`src/rtl/wb_int_ctrl.sv`:
```
// Wishbone interrupt controller: synchronises, latches (level/edge), masks and prioritises N_SRC sources.
// Define INTC_SYNC_EN for the 2-flop input synchroniser; leave it undefined for sources already in the clk domain.
module wb_int_ctrl #(
   parameter int          N_SRC      = 6,
   parameter logic [31:0] RESET_MASK = 32'h0,
   parameter logic [31:0] RESET_MODE = 32'h0
) (
   input  logic             clk,
   input  logic             rst,
   input  logic             STB,
   input  logic             WE,
   input  logic [2:0]       ADDR,
   input  logic [31:0]      DAT_I,
   output logic [31:0]      DAT_O,
   output logic             ACK,
   input  logic [N_SRC-1:0] irq_src,
   output logic             INT,
   output logic [31:0]      CAUSE
);

   // Handshake: a transfer is committed on the first edge that sees STB=1 in IDLE.
   // ACK then stays high until STB drops, so a slow master sees exactly one side effect.
   typedef enum logic {IDLE = 1'b0, ACKD = 1'b1} bus_state_t;

   bus_state_t       state, state_nxt;
   logic             commit;
   logic [N_SRC-1:0] s2, s3, evt;
   logic [N_SRC-1:0] pend, mask, mode, pend_nxt;
   logic [N_SRC-1:0] active, lowest, clr, to_edge;
   logic             wr_pend, wr_mask, wr_mode, claim;
   logic [31:0]      rdata, pend_w, mask_w, mode_w;
   logic             unused_dat;

   assign unused_dat = ^DAT_I;

`ifdef INTC_SYNC_EN
   logic [N_SRC-1:0] s1;

   always_ff @(posedge clk or posedge rst) begin
      if (rst) begin
         s1 <= '0;
         s2 <= '0;
         s3 <= '0;
      end else begin
         s1 <= irq_src;
         s2 <= s1;
         s3 <= s2;
      end
   end
`else
   always_ff @(posedge clk or posedge rst) begin
      if (rst) begin
         s2 <= '0;
         s3 <= '0;
      end else begin
         s2 <= irq_src;
         s3 <= s2;
      end
   end
`endif

   assign evt = s2 & ~s3;

   always_ff @(posedge clk or posedge rst) begin
      if (rst) state <= IDLE;
      else     state <= state_nxt;
   end

   always_comb begin
      state_nxt = state;
      ACK       = 1'b0;
      commit    = 1'b0;
      case (state)
         IDLE: begin
            if (STB) begin
               commit    = 1'b1;
               state_nxt = ACKD;
            end
         end
         ACKD: begin
            ACK = 1'b1;
            if (!STB) state_nxt = IDLE;
         end
         default: state_nxt = IDLE;
      endcase
   end

   assign wr_pend = commit &  WE & (ADDR == 3'd0);
   assign wr_mask = commit &  WE & (ADDR == 3'd1);
   assign wr_mode = commit &  WE & (ADDR == 3'd2);
   assign claim   = commit & ~WE & (ADDR == 3'd3);

   assign active = pend & mask;
   assign INT    = |active;

   // Descending scan so the lowest active index is the last one assigned.
   always_comb begin
      CAUSE  = 32'd0;
      lowest = '0;
      for (int i = N_SRC - 1; i >= 0; i--) begin
         if (active[i]) begin
            CAUSE     = 32'(i);
            lowest    = '0;
            lowest[i] = 1'b1;
         end
      end
   end

   // Only edge-mode bits are clearable; a fresh event in the same cycle wins over the clear.
   always_comb begin
      clr      = mode & ((wr_pend ? DAT_I[N_SRC-1:0] : '0) | (claim ? lowest : '0));
      to_edge  = wr_mode ? (DAT_I[N_SRC-1:0] & ~mode) : '0;
      pend_nxt = (mode & ((pend & ~clr) | evt)) | (~mode & s2);
      pend_nxt = pend_nxt & ~to_edge;
   end

   always_ff @(posedge clk or posedge rst) begin
      if (rst) begin
         pend <= '0;
         mask <= RESET_MASK[N_SRC-1:0];
         mode <= RESET_MODE[N_SRC-1:0];
      end else begin
         pend <= pend_nxt;
         if (wr_mask) mask <= DAT_I[N_SRC-1:0];
         if (wr_mode) mode <= DAT_I[N_SRC-1:0];
      end
   end

   always_comb begin
      pend_w = '0;
      mask_w = '0;
      mode_w = '0;
      pend_w[N_SRC-1:0] = pend;
      mask_w[N_SRC-1:0] = mask;
      mode_w[N_SRC-1:0] = mode;
      case (ADDR)
         3'd0:    rdata = pend_w;
         3'd1:    rdata = mask_w;
         3'd2:    rdata = mode_w;
         3'd3:    rdata = INT ? CAUSE : 32'hFFFF_FFFF;
         3'd4:    rdata = {16'h1C0A, 8'd0, 8'(N_SRC)};
         default: rdata = 32'd0;
      endcase
   end

   always_ff @(posedge clk or posedge rst) begin
      if (rst)         DAT_O <= 32'd0;
      else if (commit) DAT_O <= rdata;
   end

endmodule
```
`config.mk`:
```
export PLATFORM = sky130hd
export DESIGN_NAME = wb_int_ctrl
export DESIGN_NICKNAME = d
export VERILOG_FILES = /design/src/rtl/wb_int_ctrl.sv
export SDC_FILE = /design/constraint.sdc
export NUM_CORES = 1
export LEC_CHECK = 0
export ABC_AREA = 1
export BUFFER_PORTS_ARGS = -buffer_cell sky130_fd_sc_hd__buf_2
export CAP_MARGIN = 20
export CORE_UTILIZATION = 41
export CTS_CLUSTER_DIAMETER = 150
export DETAILED_ROUTE_END_ITERATION = 12
export GPL_ROUTABILITY_DRIVEN = 0
export PLACE_DENSITY = 0.76
export REMOVE_ABC_BUFFERS = 1
export SLEW_MARGIN = 0
export SYNTH_ARGS = -nofsm -noshare
export SYNTH_HDL_FRONTEND = slang
export SYNTH_SLANG_ARGS = --single-unit
```
`constraint.sdc`:
```
create_clock -name clk -period 1.25 [get_ports clk]
set_input_delay 0.3125 -clock clk [delete_from_list [all_inputs] [get_ports clk]]
set_output_delay 0.3125 -clock clk [all_outputs]
set_load 0.005 [all_outputs]
```
==> impl_metrics.py <==
metrics = {
    "yosys": {
        "synth_area_leaders": "dfrtp_1 44%, buf_4 18%, nand2_1 15%, o21ai_0 4.0%, nand3_1 3.8%",
        "syn_area_sq_um": 2230,
        "ys.flop_type": "dfrtp_1",
        "synthCells": 281,
        "yosysWarnings": 0,
        "yosysTopAreaCellShare": 0.438,
        "synth_cell_types": 21,
        "async_flop_share": 1.00,
        "synth_common_cells": "90 x nand2_1, 53 x buf_4, 39 x dfrtp_1",
        "synth_enable_flop_cells": 0,
        "synth.most_common_cell": "nand2_1",
        "ys_ff_latch": 39,
        "seq_area_frac_synth": 0.438,
        "syn_avg_cell_area_sq_um": 7.93,
        "synth_top_area_cell": "dfrtp_1",
    },
    "worst_hold_path": {
        "min_path_type": "in2async",
    },
    "setup_path": {
        "worst_ep_arrival_time_ns": 1.36,
        "crit_chain": "nand2_2 -> nand2_2 -> nor2_4 -> inv_2 -> nor2_2 -> buf_2",
        "path_class": "reg2out",
        "cp.required_ns": 0.94,
        "startpoint_type": "flop",
        "timing.rr.end": "DAT_O[0]",
        "reg2reg_from": "mask[5]",
        "cp_common_cell": "nand2_2",
        "endpoint_kind": "output port",
        "crit_fanout": 3,
        "r2r_slack_ns": -0.08,
        "rr_worst_depth": 10,
        "slowest_stage": "dfrtp_1",
        "critPathMaxStageDelay_ns": 0.40,
    },
    "routing": {
        "drc_errors": 0,
        "wl_per_cell_microns": 13.5,
        "routed_wl_mm": 5.90,
        "ant_nets": 0,
        "num_vias": 2053,
        "dr.pass1.iters": 4,
        "drt_iter0_markers": 164,
        "post_drt_via_cell_ratio": 4.70,
    },
    "timing": {
        "slew_viol_final": 0,
        "fin_crit_sh": 1.34,
        "fin_crit_ns": 1.68,
        "rsz0062_at_grt": "true",
        "finClkSkew_ns": 0.00569,
        "hold_violations": 0,
        "final-setup-viol-count": 36,
        "tns_ns": -3.59,
        "final.setup.worst_slack_ns": -0.427,
        "holdWs_ns": 0.0505,
        "fmax_mhz": 596,
    },
    "global_route": {
        "antenna_found_initial": 0,
        "grt_pass1_wl_mm": 7.97,
        "grt_util_all_layers": 0.191,
        "grt_overflow_total": 0,
        "top_usage_layer": "met2",
        "grt_start_max_net_pins": 40,
        "grt.met2_usage": 0.320,
        "grt_pass1_vias": 1687,
        "gr-usage-met3": 0.0542,
        "grt.met1_usage": 0.246,
    },
    "power": {
        "ir_drop_uv": 771,
        "p_per_area_nw_per_um2": 1170,
        "p_leak_nw": 1.66,
    },
    "floorplanning": {
        "initial_core_util": 0.431,
        "dieArea_sq_um": 5730,
        "fp.dieW_microns": 75.7,
        "die_y_microns": 75.7,
        "coreArea_sq_um": 5170,
        "row_count": 26,
        "ios": 111,
    },
    "final_layout": {
        "multi_input_area_sq_um": 1070,
        "final_area_sq_um": 3150,
        "final_cell_count_no_fill": 437,
        "diodes": 0,
        "final-seq-area_sq_um": 977,
        "fill_cells": 437,
        "area_delta_synth_final_pct": 41.3,
        "nets": 411,
        "drive_above_1_share": 0.447,
    },
    "run_status": {
        "status": "complete, but fails checks",
        "failed_checks": "setup timing",
    },
    "placed_design": {
        "dpl_worst_slack_ns": -0.164,
        "placedCellCount": 418,
        "placed_area_sq_um": 2590,
        "port_buffers": 55,
        "dpl.hpwl_mm": 3.52,
    },
    "cts": {
        "tritoncts": "built",
        "clock_sinks": 39,
        "numCtsBuffers": 5,
        "root_buffer": "clkbuf_8",
        "cts.clk_slew.worst_paths_ns": 0.08,
        "clock_path_buffers": 2,
        "insertion_delay_ns": 0.30,
        "cts_htree_levels": 2,
    },
    "job": {
        "cap_violations": 0,
    },
}
where the power goes:
part           internal (mW)  leakage (nW)  total, mW  switching, mW
clock network          0.392        0.0422      0.855          0.463
logic                  0.636          1.14       1.27          0.629
registers               1.42         0.478       1.56          0.136
total                   2.45          1.66       3.68           1.23
repair_timing:
item / CTS / global route
pin swaps: 11 / 33
hold buffers: 0 / 0
gates cloned: 1 / 0
resized for setup: 39 / 67
hold endpoints to repair: 0 / 0
buffers inserted: 5 / 8
setup endpoints to repair: 45 / 49
cells in the final DEF, fill, tap and decap left out, drive strengths merged, types with 7 or more instances in the layout:
cell type / n
o21ai: 20
clkbuf: 7
nand2: 91
nor2: 22
a21oi: 14
inv: 17
nand3: 19
dfrtp: 39
conb: 29
buf: 104
sequential cells by signal (all words and copies together), names as in the netlist:
name,flops
pend,6
s2,6
DAT_O,8
s3,6
mode,6
state,1
mask,6
worst max-delay path, delay by kind of cell, from the launching register on:
family / cells / cell delay, ns
simple gates: 4 / 0.46
buf+inv: 2 / 0.21
flops: 1 / 0.40
final cells by class:
cell class,count,area share
multi-input combinational,198,0.340
sequential,39,0.310
timing repair buffer,104,0.272
tap,70,0.0278
clock buffer,7,0.0242
inverter,18,0.0234
clock inverter,1,0.00159
per-layer routing:
layer / up-vias / wire (microns)
met1: 964 / 2280
li1: 976 / -
met3: 13 / 433
met2: 100 / 3080
met4: 0 / 110
met5: - / 0
through the flow:
| stage | power, mW | util |
|---|---|---|
| final | 3.68 | 0.609 |
| after global routing | 3.88 | 0.609 |
| after CTS | 3.39 | 0.552 |
| after detailed placement | 2.42 | 0.501 |
| after global placement | 2.40 | 0.501 |
| after floorplan | 1.95 | - |
cell families after synthesis:
kind of cell    Yosys count  share of synthesized area
flops                    39                      0.438
buf+inv                  72                      0.211
simple gates            134                      0.269
compound gates           35                     0.0798
other cells               1                    0.00168
how the worst max path moves through the flow:
stage | endpoint | slack [ns] | cells after the start | from
after floorplan | pend[0] | -0.09 | 6 | state
after global placement | CAUSE[0] | -0.16 | 6 | pend[4]
after detailed placement | pend[0] | -0.16 | 7 | ADDR[0]
after CTS | CAUSE[0] | -0.39 | 6 | pend[4]
after global routing | CAUSE[2] | -0.49 | 6 | mask[3]
final | CAUSE[2] | -0.43 | 6 | mask[3]
Power figures use the tool's default switching activity.
